**config.mk**
```make
export PLATFORM = sky130hd
export DESIGN_NAME = serial_frame_tx
export DESIGN_NICKNAME = d
export VERILOG_FILES = /design/src/rtl/serial_frame_tx.sv
export SDC_FILE = /design/constraint.sdc
export NUM_CORES = 1
export LEC_CHECK = 0
export ABC_AREA = 1
export CAP_MARGIN = 10
export CORE_MARGIN = 8
export CORE_UTILIZATION = 55
export CTS_CLUSTER_DIAMETER = 150
export DETAILED_ROUTE_END_ITERATION = 7
export DONT_BUFFER_PORTS = 1
export PLACE_DENSITY_LB_ADDON = 0.2
export SYNTH_ARGS = -nofsm -noshare
export SYNTH_HDL_FRONTEND = slang
export SYNTH_SLANG_ARGS = --single-unit
```
**constraint.sdc**
```tcl
create_clock -name clk -period 1.7 [get_ports clk]
set_input_delay 0.34 -clock clk [delete_from_list [all_inputs] [get_ports clk]]
set_output_delay 0.34 -clock clk [all_outputs]
set_load 0.01 [all_outputs]
```
**src/rtl/serial_frame_tx.sv**
```systemverilog
// Serial frame transmitter: valid/ready word in, start + LSB-first data + optional parity + stop out.
// Every bit is held on tx_out for CLKS_PER_BIT clocks; tx_out, busy and frame_done are registered.
//
// state  | meaning
// IDLE   | line high, tx_ready high, waiting for tx_valid
// START  | start bit (0) on the line
// DATA   | payload bits, LSB first, one per bit period
// PARITY | parity bit (only reached when PARITY_EN=1)
// STOP   | stop bit (1); frame_done pulses on the first IDLE cycle after it
module serial_frame_tx #(
    parameter int DATA_WIDTH   = 8,
    parameter int CLKS_PER_BIT = 16,
    parameter int PARITY_EN    = 1,
    parameter int PARITY_ODD   = 0
) (
    input  logic                  clk,
    input  logic                  n_rst,
    input  logic [DATA_WIDTH-1:0] tx_data,
    input  logic                  tx_valid,
    output logic                  tx_ready,
    output logic                  tx_out,
    output logic                  busy,
    output logic                  frame_done
);

    localparam int BAUD_W = (CLKS_PER_BIT > 1) ? $clog2(CLKS_PER_BIT) : 1;
    localparam int BIT_W  = $clog2(DATA_WIDTH) + 1;

    localparam logic [BAUD_W-1:0] BAUD_LAST = BAUD_W'(CLKS_PER_BIT - 1);
    localparam logic [BAUD_W-1:0] BAUD_ONE  = BAUD_W'(1);
    localparam logic [BIT_W-1:0]  BIT_LAST  = BIT_W'(DATA_WIDTH - 1);
    localparam logic [BIT_W-1:0]  BIT_ONE   = BIT_W'(1);
    localparam logic              ODD_BIT   = (PARITY_ODD != 0);
    localparam logic              HAS_PAR   = (PARITY_EN != 0);

    typedef enum logic [2:0] {
        IDLE   = 3'd0,
        START  = 3'd1,
        DATA   = 3'd2,
        PARITY = 3'd3,
        STOP   = 3'd4
    } state_t;

    state_t                  current_state, next_state;
    logic [BAUD_W-1:0]       baud_cnt, baud_next;
    logic [BIT_W-1:0]        bit_cnt, bit_next;
    logic [DATA_WIDTH-1:0]   shift_reg, shift_next;
    logic                    parity_bit, parity_next;
    logic                    tx_out_next, busy_next, done_next;
    logic                    baud_wrap;

    assign tx_ready  = (current_state == IDLE);
    assign baud_wrap = (baud_cnt == BAUD_LAST);

    always_comb begin
        next_state  = current_state;
        baud_next   = baud_wrap ? '0 : baud_cnt + BAUD_ONE;
        bit_next    = bit_cnt;
        shift_next  = shift_reg;
        parity_next = parity_bit;
        tx_out_next = tx_out;
        busy_next   = busy;
        done_next   = 1'b0;

        case (current_state)
            IDLE: begin
                baud_next   = '0;
                bit_next    = '0;
                tx_out_next = 1'b1;
                busy_next   = 1'b0;
                if (tx_valid) begin
                    next_state  = START;
                    shift_next  = tx_data;
                    parity_next = (^tx_data) ^ ODD_BIT;
                    tx_out_next = 1'b0;
                    busy_next   = 1'b1;
                end
            end
            START: begin
                if (baud_wrap) begin
                    next_state  = DATA;
                    bit_next    = '0;
                    tx_out_next = shift_reg[0];
                end
            end
            DATA: begin
                if (baud_wrap) begin
                    if (bit_cnt == BIT_LAST) begin
                        if (HAS_PAR) begin
                            next_state  = PARITY;
                            tx_out_next = parity_bit;
                        end else begin
                            next_state  = STOP;
                            tx_out_next = 1'b1;
                        end
                    end else begin
                        // The next bit to show is whatever lands in bit 0 after the shift.
                        shift_next  = shift_reg >> 1;
                        bit_next    = bit_cnt + BIT_ONE;
                        tx_out_next = shift_next[0];
                    end
                end
            end
            PARITY: begin
                if (baud_wrap) begin
                    next_state  = STOP;
                    tx_out_next = 1'b1;
                end
            end
            STOP: begin
                if (baud_wrap) begin
                    next_state  = IDLE;
                    tx_out_next = 1'b1;
                    busy_next   = 1'b0;
                    done_next   = 1'b1;
                end
            end
            default: begin
                next_state  = IDLE;
                baud_next   = '0;
                bit_next    = '0;
                tx_out_next = 1'b1;
                busy_next   = 1'b0;
            end
        endcase
    end

    always_ff @(posedge clk or negedge n_rst) begin
        if (!n_rst) begin
            current_state <= IDLE;
            baud_cnt      <= '0;
            bit_cnt       <= '0;
            shift_reg     <= '0;
            parity_bit    <= 1'b0;
            tx_out        <= 1'b1;
            busy          <= 1'b0;
            frame_done    <= 1'b0;
        end else begin
            current_state <= next_state;
            baud_cnt      <= baud_next;
            bit_cnt       <= bit_next;
            shift_reg     <= shift_next;
            parity_bit    <= parity_next;
            tx_out        <= tx_out_next;
            busy          <= busy_next;
            frame_done    <= done_next;
        end
    end

endmodule

```
======== Word-level counts from Yosys, hierarchy flattened ========
Cells that the tools add are included.
storage, ports and cells
  bits in registers ....................... 23
  latch bits .............................. 0
  bits in writable memories ............... 0
  ROM bits ................................ 0
  input port bits ......................... 11
  word-level logic and storage cells ...... 66
  memories kept ........................... 0
cells by class
  add/sub/neg operators ................... 2
  multiply operators ...................... 0
  divide/modulo/power cells ............... 0
  magnitude comparators ................... 0
  equal/unequal tests ..................... 14
  shift-type cells ........................ 0
  multiplexer cells ....................... 28
  bitwise operators ....................... 2
  reduce and logical (&&, ||, !) cells .... 12
operators with widths
  operator                                             count
  2-to-1 mux 8 bit                                     3
  2-to-1 mux 4 bit                                     5
  2-to-1 mux 3 bit                                     6
  case mux 8 bit (2 select lines)                      1
  case mux 3 bit (5 select lines)                      1
  inequality test 2 bit, second input constant         7
  case mux 4 bit (3 select lines)                      1
  2-to-1 mux 1 bit                                     9
  adder 4 x 1 -> 4 bit, second input constant          2
  AND reduction 4 bit                                  2
  parity 8 bit                                         1
  equality test 3 x 2 -> 1 bit, second input constant  2
  AND reduction 6 bit                                  1
  equality test 4 x 3 -> 1 bit, second input constant  1
  equality test 4 bit, second input constant           1
  case mux 1 bit (4 select lines)                      1
  AND reduction 2 bit                                  2
  OR reduction 4 bit                                   1
  equality test 3 x 1 -> 1 bit, second input constant  1
  equality test 3 bit, second input constant           1
  zero test 3 bit                                      1
  case mux 1 bit (3 select lines)                      1
  AND reduction 3 bit                                  1
  OR reduction 3 bit                                   1
  other kinds (4)                                      5

======== Logic depth before layout (Yosys ltp) ========
Gate-level depths: netlist of the first run.
  depth in word-level cells ............... 4
  gate-level depth with buffers ........... 9
  depth with buffers taken out ............ 9

======== Worst setup path after synthesis of the first run ========
OpenSTA, ideal clock, no wires.
  kind .................................... register -> register
  from .................................... register current_state[0]
  to ...................................... register shift_reg[4]
  setup time .............................. 0.126 ns
  data arrival time ....................... 1.310 ns
  data required time ...................... 1.574 ns
  slack ................................... 0.265 ns
  stages on the path, launching flop included .. 9
  path buffers ............................ 2
  clock period less this slack ............ 1.435 ns
  path through ............................ dfrtp_1 buf_6 nor2_4 inv_2 nor2_2 nand2_2 a21oi_4 buf_6 o21ai_0
on the way
  cells in the longest elaborated chain, start to end .. 3
ends and longest elaborated chain
  item                                                                   RTL line  text
  start: declaration                                                     44        state_t current_state, next_state;
  start signal: assignment                                               139       current_state <= next_state;
  zero test 3 bit *                                                      --
  named net tx_ready                                                     20        output logic tx_ready,
  inequality test 2 bit (no line) or nonzero test 2 bit (tied branches)  --
  AND reduction 4 bit (no line)                                          --
  end signal: assignment                                                 142       shift_reg <= shift_next;
  end: declaration                                                       47        logic [DATA_WIDTH-1:0] shift_reg, shift_next;
The timed path passes the listed nets; every way through them passes the cells marked *.
A chain may end at the register's enable or synchronous reset.

======== Final worst setup path of the first run ========
  from .................................... register current_state[0]
  to ...................................... output port tx_ready
on the way
  cells in the longest elaborated chain, start to end .. 1
ends and longest elaborated chain
  item              RTL line  text
  zero test 3 bit   52        assign tx_ready = (current_state == IDLE);
  end: declaration  20
Every way passes these cells.

==> run summary, run 1 <==
Detailed-route vias per instance: 5.16. OpenSTA, run right after detailed placement, puts the worst setup slack at 0.0687 ns. The largest individual stage delay along the critical path comes from the cell dfrtp_2. Counting along the longest clock path gives a buffer depth of 2. The length in cells of the worst reg-to-reg path was 8; the aggregate negative setup slack was 0 ns. Clock tree synthesis selected as its root buffer the cell clkbuf_4.

End of the worst register-to-register path: current_state[1]$_DFFE_PN0P_. The congestion estimate from routability-driven global placement came to 0.898. The first detailed-routing pass took 4 iterations. The number of levels the H-tree was split into came out at 1.

The mean instance size in the synthesized netlist was 7.23 um^2; the layout overhead on the synthesized area was 5.48%. The vertical die dimension is 67.5 um. Setup repair after global routing left no endpoint under its margin.

The die boundary width is 67.5 um, and the floorplan die area is 0.00456 mm^2. The logs give 0 for the final count of hold timing violations and 0 for the post-detailed-route count of antenna-violating nets. For this block, the initial DRC count from the detailed router was 71.

The number of CTS-inserted buffers is 3. The launching element type of the critical path is a flip-flop. 15 I/O pins were placed. The analysis attributes to net switching a power of 0.000666 W. At the pin with the least slew margin, the transition time is 1.04 ns.

Count of final max-slew check failures: 0. The final period demand of the worst path is 1.58 ns, and the global-route wire length before repair is 4.75 mm. TritonCTS built the clock tree. The logs give 756 um^2 for the area used by multi-input combinational logic and 215 for the synthesized net count.

For the remaining design rule violation count, the log shows 0. Combinational cells account for 37.0% of the total power. Dividing total power by cell area gives a power density of 1130 mW/mm^2. The mapped netlist covers 0.00146 mm^2. For this run, the top clock speed supported by timing is 0.631 GHz.

In this run the register-to-register setup slack is 0.17 ns. The run gives 2.62 mm as the routed wire length. The share of layout cells above drive strength 1 is 13.7%, and the detail-routed net length per standard cell is 11.2 um. The initial utilization of the core area, before any placement, comes to 58.4%. Cells fill 61.6% of the core in the end.

Yosys printed 0 warnings. Across the whole layout, storage elements account for 578 um^2. The synthesized design spends more area on one cell type than any other, namely dfrtp_1. Worst min-delay path category: input pin to flip-flop.

The tools report the distinct cell type count of the synthesized netlist as 24. The worst hold path begins at tx_data[7]. Headroom to the max-slew limit came out at 30.7%. In this run the cell area measured after placement is 0.00148 mm^2.

For hold timing, the worst endpoint is shift_reg[7]$_DFFE_PN0P_. The share of the cycle needed by the critical path after routing was 93.2%; the setup slack after layout was 0.116 ns. The flip-flop count of the largest register, all copies and words added works out to 8. The layout net count is 219. Source-to-sink clock delay at the later pin of the worst-skew pair: 0.31 ns.

The number of synthesized register bits was 23; the worst-path maximum fanout was 8. The beginning of the worst register-to-register path was baud_cnt[0]$_DFF_PN0_. The run gives 0 as the number of maximum-capacitance violations. The critical path goes through nor2_4, inv_2, nor2_2, buf_4. The sequential cell fraction of total power was 48.8%. The via count of the first global-routing pass is 1195. Buffer and inverter count on the worst path: 2. The total overflow left after global routing is 0.

In the post-synthesis netlist, the biggest area contributors are dfrtp_1 38%, nand2_1 18%, inv_1 6.2%. The number of buffers inserted by port buffering is 0, and the all-layer global routing usage is 13.1%. With fillers left out, the area of the finished cells amounts to 0.00154 mm^2.

Setup violations remaining at the end of the flow were counted as 0. The final setup skew is 0.00581 ns, and the internal power of the cells is 0.00108 W. The run gives 0.00174 W as the total power consumption of the routed design.

The worst setup path is captured at an output pin. Clock-pin slew was measured on the worst setup and hold paths at 0.11 ns. For the fraction of power consumed by the clock network, the log shows 14.1%. The family with the most delay on the worst path was flip-flops. Core area: 0.00250 mm^2. The run gives 18 as the placement row count.

For the worst setup path, the data arrival time is 1.24 ns. The total number of clock tree sinks is 23. The type of the setup path with the least slack is flip-flop to output pin. The number of cells traversed by the worst hold path is 2. Sequential elements use 39.5% of the synthesized area. The via count is 1212, and the number of antenna violations at the first check in global routing is 0. In this design, the stage delay of the slowest critical-path cell is 0.50 ns.

At the worst endpoint, the required time is 1.36 ns. IR analysis of the VDD net gives a maximum drop of 0.780 mV. Detailed placement finished with a half-perimeter wire length of 2.09 mm. The flow ran to the end, and the final reports show no timing, DRC or antenna violations. The synthesized netlist cell count was 202. The share of Yosys cell area claimed by the top area cell type came out at 37.7%. The repair_antennas step left the layout with diodes totalling 0.

For the largest net degree at the start of global routing, the log shows 24. Net switching is 38.3% of the power. The run gives 233 as the number of fillers in the final layout.

In this run the static leakage power is 0.833 nW.
-- cell families (layout without fill, tap and decap cells) --
logic type / Yosys count / count (layout) / synth area share (%)
xor gates and xnor gates: 9 / 9 / 5.40
and+or+nand+nor: 114 / 114 / 35.1
DFF: 23 / 23 / 39.5
buffers and inverters: 31 / 34 / 9.08
adders and majority gates: 2 / 2 / 1.71
AOI/OAI and AO/OA: 23 / 23 / 9.17
-- layer usage --
layer  vias up  routed length [um]  GRT usage [%]
met3         5                 169           2.65
li1        626                   -              -
met2        36                1180           21.2
met1       545                1200           15.4
met5         -                   0              0
met4         0                  65           8.88
-- metrics by stage --
step,hold slack (ns),cells
global placement,0.0452,229
finish,0.167,235
detailed placement,0.0453,229
CTS,0.161,234
global route,0.168,235
floorplan,0.0444,202
-- worst reg2reg max path, cell delays in order, from the launching register on --
cell	delay, ns
dfrtp_1	0.39
ha_1	0.21
nand3_2	0.15
nand3_1	0.15
nand2_1	0.06
nor2_1	0.23
nand2_1	0.11
nand2_1	0.07
nand2_1	0.05
-- layout by cell type, fill, tap and decap left out --
master         Yosys  layout
dfstp_2            1       1
nor2_4             3       3
dfrtp_2            0       1
a21oi_4            1       1
o21ai_0           14      14
nand3_2            0       1
clkbuf_1           2       1
xor2_1             5       5
dlygate4sd3_1      0       1
nand2_1           69      69
nor2_2             2       2
o21ai_2            2       2
buf_4              0       2
inv_1             24      24
nand3b_4           1       1
ha_1               2       2
or2_2              1       1
o21ai_1            5       5
dfrtp_1           22      21
clkbuf_4           0       3
nand3b_1           1       1
nor2_1            16      16
nand2_2            7       7
inv_2              2       2
xnor2_1            4       4
buf_12             0       1
a21oi_1            1       1
nand3_1           14      13
-- synth_stat cells --
cell and instances:
nor2_2 2, inv_2 2, xor2_1 5, nand3_1 14, dfstp_2 1, nor2_4 3
o21ai_2 2, nor2_1 16, o21ai_0 14, o21ai_1 5, a21oi_1 1, nand2_2 7
nand3b_4 1, buf_2 1, xnor2_1 4, ha_1 2, nand2_1 69, clkbuf_1 2
a21oi_4 1, dfrtp_1 22, buf_6 2, nand3b_1 1, inv_1 24, or2_2 1
-- how the worst max path moves through the flow --
stage / startpoint / end / slack (ns) / cells after the start
6_report: current_state[0]$_DFFE_PN0P_ / tx_ready / 0.12 / 4
5_1_grt: bit_cnt[0]$_DFFE_PN0P_ / current_state[1]$_DFFE_PN0P_ / 0.02 / 8
4_1_cts: current_state[0]$_DFFE_PN0P_ / tx_ready / 0.06 / 4
3_5_place_dp: baud_cnt[0]$_DFF_PN0_ / shift_reg[4]$_DFFE_PN0P_ / 0.07 / 6
3_3_place_gp: baud_cnt[0]$_DFF_PN0_ / shift_reg[4]$_DFFE_PN0P_ / 0.14 / 6
2_1_floorplan: current_state[0]$_DFFE_PN0P_ / shift_reg[4]$_DFFE_PN0P_ / 0.26 / 8
-- power by group through the flow --
| stage | Sequential (W) | Combinational (W) | Clock, W |
|---|---|---|---|
| after floorplan | 0.000803 | 0.000570 | 0 |
| after global placement | 0.000854 | 0.000593 | 0 |
| after detailed placement | 0.000864 | 0.000605 | 0 |
| after CTS | 0.000851 | 0.000622 | 0.000257 |
| after global routing | 0.000877 | 0.000752 | 0.000279 |
| final | 0.000850 | 0.000645 | 0.000246 |
-- area by class of cell --
cell class	count	area share, %
Clock buffer	4	1.71
Inverter	26	6.34
Multi-Input combinational cell	148	49.1
Sequential cell	23	37.5
Tap cell	30	2.44
Timing Repair Buffer	4	2.92
-- what timing repair did --
action / 4_1_cts / 5_1_grt
gates resized for setup: 0 / 2
setup buffers: 0 / 1
endpoints found under the hold margin: 23 / 0
hold buffers: 1 / 0
endpoints found under the setup margin: 0 / 11
Note: power is estimated with default switching activity, not from simulation.
==> inputs of run 2 (changes only) <==
--- a/config.mk
+++ b/config.mk
@@ -7,12 +7,15 @@
 export LEC_CHECK = 0
 export ABC_AREA = 1
 export CAP_MARGIN = 10
+export CELL_PAD_IN_SITES_DETAIL_PLACEMENT = 0
+export CELL_PAD_IN_SITES_GLOBAL_PLACEMENT = 1
 export CORE_MARGIN = 8
-export CORE_UTILIZATION = 55
+export CORE_UTILIZATION = 45
 export CTS_CLUSTER_DIAMETER = 150
 export DETAILED_ROUTE_END_ITERATION = 7
 export DONT_BUFFER_PORTS = 1
 export PLACE_DENSITY_LB_ADDON = 0.2
+export SLEW_MARGIN = 10
 export SYNTH_ARGS = -nofsm -noshare
 export SYNTH_HDL_FRONTEND = slang
 export SYNTH_SLANG_ARGS = --single-unit
==> run 2 against run 1 <==
Net effect: clock power rose by 3%; critical path depth unchanged; sequential power fell by 0.7%; hold slack worse by 0.0048 ns; design area increased by 1.3%; critical endpoint unchanged; largest cell class unchanged; largest power group unchanged.
==> run summary, run 2 (synthesis gave the netlist of run 1 again) <==
For flop-to-flop paths, the worst setup slack is 0.20 ns. The layout overhead on the synthesized area is 6.86%, and the all-layer global routing usage is 11.9%. Input and output buffers added on the ports amount to 0. The run gives 1 as the number of levels the H-tree was split into. The setup slack after layout was 0.112 ns. The flow ran to the end, and the final reports show no timing, DRC or antenna violations. The tools report the maximum clock frequency as 0.630 GHz. Final setup skew: 0.00340 ns.

The total overflow reported by the global router is 0, and the number of placed instances, taps included is 243. Of the cells placed in the final design, the portion with a size suffix greater than 1 is 14.1%. Once detail routing completed, the nets flagged for antenna violations numbered 0. In the final routing, the length of wire on met1 measures 1.35 mm.

The detailed-route vias per instance was 4.75. In this run the worst hold path is classified as input pin to flip-flop. The clock-pin transition on the worst setup and hold timing paths is 0.12 ns. Measured along the y axis, the die boundary spans 73.0 um. Summed over all nets, wire length on met3 after detailed routing comes to 105 um. The run gives 23 as the total number of clock tree sinks. Total power for the finished layout comes to 0.00177 W. The count of final max-slew check failures is 0, and the transition time of the tightest slew-check pin is 1.05 ns. The worst setup path is captured at an output pin.

Beginning of the worst register-to-register path: baud_cnt[0]$_DFF_PN0_. The power density over the cells is 1130 mW/mm^2, and the maximum buffer depth of the clock tree is 2. At the end of the flow the core is filled with cells to 50.7%.

After detailed routing, no signal wire sits above met4. The placement-stage worst setup slack was 0.0363 ns; the aggregate negative setup slack was 0 ns. The run gives 1161 as the via count of the first global-routing pass. For the number of DRC violations after detailed-routing iteration 0, the log shows 103. Buffers inserted during clock tree synthesis total 3.

Launch instance of the worst min-delay path: tx_data[7]. The final count of hold timing violations came out at 0. The core area was 0.00308 mm^2; the flip-flop count of the largest register, all copies and words added was 8. The clock period could shrink to 1.59 ns. Count of antenna diodes in the layout: 0. The logs give 0.833 nW for the leakage component of the power and 4 for the detailed-router iteration count before antenna repair.

Entering global routing, the biggest net connects 24 pins. Remaining design rule violation count: 0. The final layout contains 219 nets.

Dividing the detail-routed wire length by the instance count gives 11.3 um. The leading cell type in the layout, fill and taps excluded was nand2_1. The worst path uses 93.4% of the clock period. The routed layout has 1182 vias. Once the floorplan was initialized, standard cells occupied 47.4% of the core. The worst setup path is of the flip-flop to output pin kind. The worst setup path is launched from a flip-flop.

Required time of the worst setup path: 1.36 ns. For the number of top-level design ports, the log shows 15. Routability-driven placement finished with a final weighted congestion of 0.861. After filler insertion, the fill cell instance count of the layout stands at 305.

Setup repair after global routing left no endpoint under its margin. Detailed placement ended at an HPWL of 2.16 mm. For the detailed-routed wire length on met2, the log shows 1.30 mm. The library cells used most frequently in the layout, excluding fill and tap cells, are 69 x nand2_1, 24 x inv_1, 21 x dfrtp_1, 15 x nor2_1, 14 x o21ai_0.

The die covers 0.00532 mm^2. The tools report the filler-free cell count of the finished design as 249. CTS placed an instance of clkbuf_4 at the clock tree root.

In this run the tightest slew margin relative to its limit is 29.9%. TritonCTS built the clock tree. Max-cap violations in this run came to 0. The routed wire length was 2.81 mm; the die boundary width was 73.0 um. Setup violations remaining at the end of the flow were counted as 0. The critical path starts at current_state[0]$_DFFE_PN0P_. The source-to-sink clock delay at the later pin of the worst-skew pair is 0.31 ns, and the worst-path maximum fanout is 8. At the worst endpoint, the arrival time is 1.25 ns.

The first global-routing pass estimated 5.02 mm of wire. The run gives 20 as the placement row count. The tools report the number of antenna violations at the first check in global routing as 0.

The maximum ir drop on the vdd rail was 0.345 mV.
[run 2: cell count changes in the layout (fill, tap and decap cells not counted)]
cell and change:
nor2_1 -1, nor2_2 +1
[run 2: power breakdown]
part           switching (W)  internal [W]  total [W]
Clock               0.000162     0.0000916   0.000254
Combinational       0.000408      0.000261   0.000668
Sequential          0.000117      0.000727   0.000844
[run 2: stage by stage]
step | hold WS, ns | instance area [um^2]
CTS | 0.162 | 1530
global placement | 0.0452 | 1500
detailed placement | 0.0453 | 1500
global route | 0.147 | 1560
floorplan | 0.0444 | 1460
finish | 0.162 | 1560
[run 2: repair_timing]
action                                  4_1_cts  5_1_grt
endpoints found under the setup margin        0       12
hold buffers                                  1        0
setup buffers                                 0        1
hold endpoints to repair                     23        0
gates resized for setup                       0        3
[run 2: metal layers]
metal,up-vias,global-route usage (%)
li1,628,-
met1,533,14.7
met2,17,18.9
met3,4,2.61
met4,0,6.00
met5,-,0
[run 2: final cells by class]
cell class | count | area, um^2 | share of cell area (%)
well taps | 44 | 55.1 | 3.53
clock buffers | 4 | 26.3 | 1.68
flip-flops and latches | 23 | 578 | 37.0
repair buffers | 4 | 45.0 | 2.89
inverters | 26 | 97.6 | 6.25
multi-input cells | 148 | 758 | 48.6
[run 2: critical path: stages, from the launching register on]
cell and delay [ns]:
dfrtp_2 0.51, nor2_4 0.15, inv_2 0.04, nor2_2 0.11
buf_4 0.14
[run 2: path summary, 6_finish.rpt]
kind	end	cells after the start
min in group asynchronous	bit_cnt[3]$_DFFE_PN0P_	1
max reg2reg	current_state[0]$_DFFE_PN0P_	8
min	shift_reg[7]$_DFFE_PN0P_	2
max in group asynchronous	current_state[0]$_DFFE_PN0P_	1
max	tx_ready	4
min reg2reg	baud_cnt[0]$_DFF_PN0_	1
